**config.mk**
```make
export PLATFORM = sky130hd
export DESIGN_NAME = param_regmap
export DESIGN_NICKNAME = d
export VERILOG_FILES = /design/src/rtl/param_regmap_pkg.sv /design/src/rtl/param_regmap_w1c.sv /design/src/rtl/param_regmap.sv
export SDC_FILE = /design/constraint.sdc
export NUM_CORES = 1
export LEC_CHECK = 0
export ABC_AREA = 1
export BUFFER_PORTS_ARGS = -buffer_cell sky130_fd_sc_hd__buf_2
export CORE_ASPECT_RATIO = 1.1
export CORE_MARGIN = 8
export CORE_UTILIZATION = 45
export CTS_CLUSTER_SIZE = 24
export DETAILED_ROUTE_END_ITERATION = 6
export PLACE_DENSITY = 0.69
export SLEW_MARGIN = 0
export SYNTH_ARGS = -nofsm -noshare
export SYNTH_HDL_FRONTEND = slang
export SYNTH_HIERARCHICAL = 1
export SYNTH_SLANG_ARGS = --single-unit
```
**constraint.sdc**
```tcl
create_clock -name CLK -period 1.8 [get_ports CLK]
set_input_delay 0.09 -clock CLK [delete_from_list [all_inputs] [get_ports CLK]]
set_output_delay 0.09 -clock CLK [all_outputs]
set_load 0.03 [all_outputs]
```
**src/rtl/param_regmap_pkg.sv**
```systemverilog
// param_regmap_pkg: shared types and defaults for the parameterised register map.
//   acc_e    : access type of a register (RW control or W1C status)
//   DEF_*    : default DW/AW/NREG/NCTRL values used by param_regmap
//   reg_acc  : maps a register index to its access type
package param_regmap_pkg;

  typedef enum logic {
    ACC_RW  = 1'b0,
    ACC_W1C = 1'b1
  } acc_e;

  localparam int DEF_DW    = 8;
  localparam int DEF_AW    = 3;
  localparam int DEF_NREG  = 8;
  localparam int DEF_NCTRL = 4;

  // Registers below nctrl are control (RW); the rest are status (W1C).
  function automatic acc_e reg_acc(input int idx, input int nctrl);
    return (idx < nctrl) ? ACC_RW : ACC_W1C;
  endfunction

endpackage

```
**src/rtl/param_regmap_w1c.sv**
```systemverilog
// regmap_w1c_reg: one write-1-to-clear status register with hardware set strobes.
//   CLK, RST   : clock, synchronous active-high reset
//   set_i      : per-bit set strobes from hardware
//   clr_mask_i : software write data; 1 bits clear when we_i is high
//   we_i       : software write enable for this register
//   q_o        : current register value
module regmap_w1c_reg #(
  parameter int DW = 8
) (
  input  logic          CLK,
  input  logic          RST,
  input  logic [DW-1:0] set_i,
  input  logic [DW-1:0] clr_mask_i,
  input  logic          we_i,
  output logic [DW-1:0] q_o
);

  logic [DW-1:0] q_q;
  logic [DW-1:0] q_d;

  // Clear is applied first and set ORed in last, so a hardware set beats a
  // same-cycle software clear of the same bit.
  always_comb begin
    q_d = q_q;
    if (we_i) begin
      q_d = q_d & ~clr_mask_i;
    end
    q_d = q_d | set_i;
  end

  always_ff @(posedge CLK) begin
    if (RST) begin
      q_q <= '0;
    end else begin
      q_q <= q_d;
    end
  end

  assign q_o = q_q;

endmodule

```
**src/rtl/param_regmap.sv**
```systemverilog
// param_regmap: parameterised register map with RW control and W1C status registers.
//   CLK, RST             : clock, synchronous active-high reset
//   WRITE, READ, ADDR    : one access of each kind per asserted cycle, no back-pressure
//   WRITE_DATA           : write data (load for control, clear mask for status)
//   READ_DATA/READ_VALID : registered read response, one cycle after READ
//   ERR                  : one-cycle pulse, one cycle after an access with ADDR >= NREG
//   CTRL_OUT             : control registers concatenated, register 0 in the LSBs
//   STAT_SET             : per-bit set strobes for status registers, register NCTRL in the LSBs
//   IRQ                  : registered OR of all status bits
//
// Response protocol: READ_VALID is a single-cycle pulse with no ready; READ_DATA
// is meaningful only while READ_VALID=1 and otherwise holds its last value.
// Every READ produces exactly one pulse one cycle later, unless reset intervenes.
module param_regmap
  import param_regmap_pkg::*;
#(
  parameter int DW    = DEF_DW,
  parameter int AW    = DEF_AW,
  parameter int NREG  = DEF_NREG,
  parameter int NCTRL = DEF_NCTRL
) (
  input  logic                     CLK,
  input  logic                     RST,
  input  logic                     WRITE,
  input  logic                     READ,
  input  logic [AW-1:0]            ADDR,
  input  logic [DW-1:0]            WRITE_DATA,
  output logic [DW-1:0]            READ_DATA,
  output logic                     READ_VALID,
  output logic                     ERR,
  output logic [NCTRL*DW-1:0]      CTRL_OUT,
  input  logic [(NREG-NCTRL)*DW-1:0] STAT_SET,
  output logic                     IRQ
);

  localparam logic [AW:0] NREG_W = (AW+1)'(NREG);

  logic [NREG-1:0][DW-1:0] reg_val;
  logic [NREG-1:0]         wr_sel;
  logic                    addr_ok;
  logic [DW-1:0]           rd_mux;
  logic                    irq_d;

  logic [DW-1:0] rdata_q;
  logic          rvalid_q;
  logic          err_q;
  logic          irq_q;

  assign addr_ok = ({1'b0, ADDR} < NREG_W);

  for (genvar i = 0; i < NREG; i++) begin : g_reg
    assign wr_sel[i] = WRITE && (ADDR == AW'(i));

    if (reg_acc(i, NCTRL) == ACC_RW) begin : g_ctrl
      logic [DW-1:0] ctrl_q;
      always_ff @(posedge CLK) begin
        if (RST) begin
          ctrl_q <= '0;
        end else if (wr_sel[i]) begin
          ctrl_q <= WRITE_DATA;
        end
      end
      assign reg_val[i]            = ctrl_q;
      assign CTRL_OUT[i*DW +: DW]  = ctrl_q;
    end else begin : g_stat
      regmap_w1c_reg #(.DW(DW)) u_w1c (
        .CLK        (CLK),
        .RST        (RST),
        .set_i      (STAT_SET[(i-NCTRL)*DW +: DW]),
        .clr_mask_i (WRITE_DATA),
        .we_i       (wr_sel[i]),
        .q_o        (reg_val[i])
      );
    end
  end

  // Out-of-range addresses match no entry and fall through to zero.
  always_comb begin
    rd_mux = '0;
    for (int i = 0; i < NREG; i++) begin
      if (ADDR == AW'(i)) begin
        rd_mux = reg_val[i];
      end
    end
  end

  assign irq_d = |reg_val[NREG-1:NCTRL];

  always_ff @(posedge CLK) begin
    if (RST) begin
      rdata_q  <= '0;
      rvalid_q <= 1'b0;
      err_q    <= 1'b0;
      irq_q    <= 1'b0;
    end else begin
      rvalid_q <= READ;
      err_q    <= (READ || WRITE) && !addr_ok;
      irq_q    <= irq_d;
      if (READ) begin
        rdata_q <= rd_mux;
      end
    end
  end

  assign READ_DATA  = rdata_q;
  // A response already in flight when reset arrives is dropped, not presented.
  assign READ_VALID = rvalid_q && !RST;
  assign ERR        = err_q;
  assign IRQ        = irq_q;

endmodule

```
**Yosys cells after proc, flatten, opt, wreduce, memory -nomap -nowiden**

Index checks and enable logic that the tools add are counted.

- Bits in registers: 74
- Output and inout bits: 43
- Word-level logic and storage cells: 51

- Eq/ne operators: 7
- Multiplexer cells: 12
- Bitwise operators: 9
- Reductions and logical operators: 12

Operator list:

| kind | number |
|---|---|
| two-way mux 8 bit | 12 |
| bitwise AND 8 bit | 4 |
| OR 8 bit | 4 |
| OR reduction 32 bit | 1 |
| == test 3 bit, second input constant | 4 |
| logical AND 1 bit | 9 |
| inverter 8 bit | 1 |
| == test 3 x 2 -> 1 bit, second input constant | 2 |
| == test 3 x 1 -> 1 bit, second input constant | 1 |
| zero test 3 bit | 1 |
| zero test 1 bit | 1 |

**Longest topological paths before layout**

- Depth after elaboration: 9
- Depth in mapped cells: 10

**Hierarchy**

Netlist, hierarchy kept.

By module, submodules not included:

| module | times used | cells an instance | area each (um^2) | seq. area each (um^2) |
|---|---|---|---|---|
| param_regmap | 1 | 354 | 2428.6 | 840.8 |
| regmap_w1c_reg | 4 | 42 | 299.0 | 160.2 |

**Least setup slack after synthesis**

No wires, ideal clock.

- Kind: input to register
- Start point: input ADDR[1]
- End point: register g_reg[4].g_stat.u_w1c.q_q[5]
- Library setup time: 0.128 ns
- Arrival time: 0.982 ns
- Data required time: 1.672 ns
- Path slack: 0.690 ns
- Cell stages on the path: 8
- Path buffers: 2
- Cell sequence: buf_6 > nor2_1 > nand2_1 > nor2_1 > buf_2 > nand2_1 > nand2_1 > a21oi_1

- Word-level cells in the longest chain between the ends: 4

RTL lines:

| item | RTL line | text |
|---|---|---|
| from (decl) | param_regmap.sv:26 | `input logic [AW-1:0] ADDR,` |
| == test 3 bit | param_regmap.sv:52 | `assign wr_sel[i] = WRITE && (ADDR == AW'(i));` |
| logical AND 1 bit | param_regmap.sv:52 |  |
| named net wr_sel[4] | param_regmap.sv:39 | `logic [NREG-1:0] wr_sel;` |
| two-way mux 8 bit | param_regmap_w1c.sv:25 | `if (we_i) begin` |
| OR 8 bit | param_regmap_w1c.sv:28 | `q_d = q_d \| set_i;` |
| to (signal assigned) | param_regmap_w1c.sv:35 | `q_q <= q_d;` |
| to (decl) | param_regmap_w1c.sv:18 | `logic [DW-1:0] q_q;` |

The timed path passes the listed nets, and every way through them passes these cells.
A chain may end at the register's enable or synchronous reset.

**Worst setup path after layout**

- Start point: register g_reg[6].g_stat.u_w1c.q_q[6]
- End point: register irq_q (netlist: IRQ)

- Word-level cells in the longest chain between the ends: 1

RTL lines:

| item | RTL line | text |
|---|---|---|
| from (decl) | param_regmap_w1c.sv:18 |  |
| from (signal assigned) | param_regmap_w1c.sv:35 |  |
| OR reduction 32 bit | param_regmap.sv:87 | `assign irq_d = \|reg_val[NREG-1:NCTRL];` |
| to (signal assigned) | param_regmap.sv:98 | `irq_q <= irq_d;` |
| to (decl) | param_regmap.sv:47 | `logic irq_q;` |

Every way passes these cells.

==> flow_metrics.env <==
export IMPL_nets=654
export IMPL_tightest_slew_ns=0.637
export IMPL_crit_path_cell_trace="nor4_1 -> nand4_1 -> nor2_1 -> nor2_1"
export IMPL_fin_crit_sh_pct=68.3
export IMPL_post_route_util_pct=55.9
export IMPL_cap_violations=0
export IMPL_cts_root_buf="clkbuf_8"
export IMPL_hpwl_um=7970
export IMPL_pin_count=90
export IMPL_fin_crit_ns=1.23
export IMPL_antenna_found_initial=0
export IMPL_drc=0
export IMPL_port_buffers=88
export IMPL_coreArea_um2=7870
export IMPL_hold_worst_slack_ns=0.0901
export IMPL_num_vias=3551
export IMPL_synth_common_cells="nand2_1 (119), dfxtp_1 (74), a21oi_1 (69)"
export IMPL_worstSetupPathType="reg2reg"
export IMPL_place_area_um2=3870
export IMPL_synth_area_leaders="dfxtp_1 (41%), nand2_1 (12%), a21oi_1 (9.5%)"
export IMPL_synthMuxAreaShare_pct=0
export IMPL_cts_reportedPaths_clkPinSlew_ns=0.08
export IMPL_antenna_diode_count=0
export IMPL_synth_top_area_share_pct=40.9
export IMPL_synth_area_per_cell_um2=6.94
export IMPL_synth_top_cell_by_area="dfxtp_1"
export IMPL_setup_viol=0
export IMPL_drtIter0Drc=205
export IMPL_dominantRegCellSynth="dfxtp_1"
export IMPL_die_h_um=110
export IMPL_arrival_ns=1.46
export IMPL_synthSimpleGateAreaFrac_pct=28.4
export IMPL_grt_pass1_wl_um=17700
export IMPL_finalWirelength_um=10900
export IMPL_grt_use_total_pct=20.6
export IMPL_cts_sink_count=74
export IMPL_synth_compound_area_share_pct=13.6
export IMPL_synth_distinct_cells=25
export IMPL_syn_to_final_growth_pct=21.4
export IMPL_die_area_um2=11200
export IMPL_crit_fanout=3
export IMPL_p_seq_share_pct=48.5
export IMPL_cp_common_cell="nor2_1"
export IMPL_routed_via_density=4.94
export IMPL_grt_max_degree=28
export IMPL_grt_pass1_vias=3595
export IMPL_status="finished clean"
export IMPL_intPower_mw=2.70
export IMPL_combPwrFrac_pct=14.4
export IMPL_p_sw_share_pct=27.1
export IMPL_critPathCaptureType="flop"
export IMPL_switchingPower_mw=1.00
export IMPL_crit_required_ns=2.03
export IMPL_rows=34
export IMPL_p_leak_nw=2.06
export IMPL_synth_xor_area_share_pct=0
export IMPL_fin_setup_tns_ns=0
export IMPL_die_w_um=102
export IMPL_irDropWorstVdd_mv=0.388
export IMPL_design_area_um2=4400
export IMPL_detail_route_antenna_nets=0
export IMPL_synthCells=522
export IMPL_synth_most_common_cell="nand2_1"
export IMPL_ctsHoldBuffers=32
export IMPL_cts_tree="built"
export IMPL_drv_slew=0
export IMPL_synth_seq_cells=74
export IMPL_postCtsSetupBuffers=0
export IMPL_synth_fp_nets=569
export IMPL_crit_path_start_kind="flop"
export IMPL_critical_path_max_stage_delay_ns=0.40
export IMPL_gr_total_overflow=0
export IMPL_syn_area_um2=3620
export IMPL_slowest_stage="nor4_1"
export IMPL_ctsResizeCount=0
export IMPL_clockBufferDepth=2
export IMPL_ff2ff_setup_slack_ns=0.57
export IMPL_cts_htree_levels=3
export IMPL_synth_edff_count=0
export IMPL_first_pass_iters=4
export IMPL_initial_core_util_pct=46.1
export IMPL_final_layout_size_suffix_gt1_share_pct=20.3
export IMPL_synthAdderAreaFrac_pct=0
export IMPL_maxSlewHeadroom_pct=57.5
export IMPL_rsz0062_at_grt="false"
export IMPL_gp_congestion=0.886
export IMPL_yosys_warnings=6
export IMPL_hp_class="in2reg"
export IMPL_yosysSeqAreaShare_pct=40.9
export IMPL_clkPwrFrac_pct=37.1
export IMPL_synth_top_family_by_area="simple AND/OR/NAND/NOR gates"
export IMPL_hold_violations=0
export IMPL_path_buf_inv=0
export IMPL_power_density_nw_per_um2=841
export IMPL_insertion_delay_ns=0.35
export IMPL_routedWlPerCell_um=15.1
export IMPL_ys_async_sr_fraction_pct=0
export IMPL_timing_fmax_ghz=0.814
export IMPL_critPathTopFamily="simple AND/OR/NAND/NOR gates"
export IMPL_cts_made_buffers=9
export IMPL_finClkSkew_ns=0.00870
==> metrics by stage <==
step                      cells  total power [mW]  worst slack (ns)
after floorplan             522              2.15             0.690
after detailed placement    672              2.31             0.273
after global routing        719              3.87             0.396
final                       719              3.70             0.571
after global placement      672              2.30             0.306
after CTS                   719              3.73             0.611
==> layer usage <==
layer | track usage, % | vias to the layer above | wire [um]
met5 | 0 | - | 0
met2 | 33.8 | 127 | 5050
met3 | 4.46 | 19 | 876
met4 | 11.0 | 0 | 249
li1 | - | 1814 | -
met1 | 24.7 | 1591 | 4710
==> final timing paths <==
path,start,endpoint,cells after the start
worst max-delay path,g_reg[6].g_stat.u_w1c/q_o[6],IRQ,4
worst min-delay path,READ,READ_DATA[1],3
worst max register to register,g_reg[6].g_stat.u_w1c/q_o[6],IRQ,4
worst min register to register,READ_DATA[0],READ_DATA[0],2
==> sequential cells by signal, summed over array words and instances (netlist names) <==
| register | cells |
|---|---|
| g.g_ctrl.ctrl_q | 32 |
| g.g_stat.u_w1c/q_o | 32 |
| READ_DATA | 8 |
| IRQ | 1 |
| rvalid_q | 1 |
==> cell families after synthesis <==
| family | count (synthesis) |
|---|---|
| AOI/OAI and AO/OA | 96 |
| other | 1 |
| DFF | 74 |
| buffers and inverters | 114 |
| and+or+nand+nor | 237 |
==> tightest hold or removal path, stage by stage <==
cell	delay (ns)
buf_2	0.11
o21ai_0	0.10
a21oi_2	0.10
==> final cells by class <==
type	instances	area, um^2
fillers	800	3470
multi-input cells	334	1530
flip-flops and latches	74	1480
repair buffers	127	813
inverters	61	235
well taps	108	135
clock buffers	10	128
clock inverters	5	80.1
==> cells in the final DEF, fill, tap and decap left out <==
cell type,n
nand2_1,119
buf_2,88
dfxtp_1,74
a21oi_1,69
nor2_1,57
inv_1,55
dlygate4sd3_1,32
nand3_1,28
o21ai_0,24
nand4_1,16
nor4_1,9
clkbuf_8,9
buf_4,7
clkinv_2,4
a21oi_2,3
nand2_2,2
inv_2,2
nor3_1,2
clkinvlp_4,2
bufinv_16,2
inv_4,1
nor2_4,1
nand3_4,1
nor3_4,1
nor2_2,1
conb_1,1
clkbuf_1,1
==> power by group through the flow <==
stage	sequential (mW)	clock (mW)	combinational, mW
floorplan	1.83	0	0.323
global placement	1.83	0	0.471
detailed placement	1.83	0	0.480
CTS	1.79	1.40	0.533
global route	1.80	1.48	0.591
finish	1.79	1.37	0.534
Note: power is estimated with default switching activity, not from simulation.
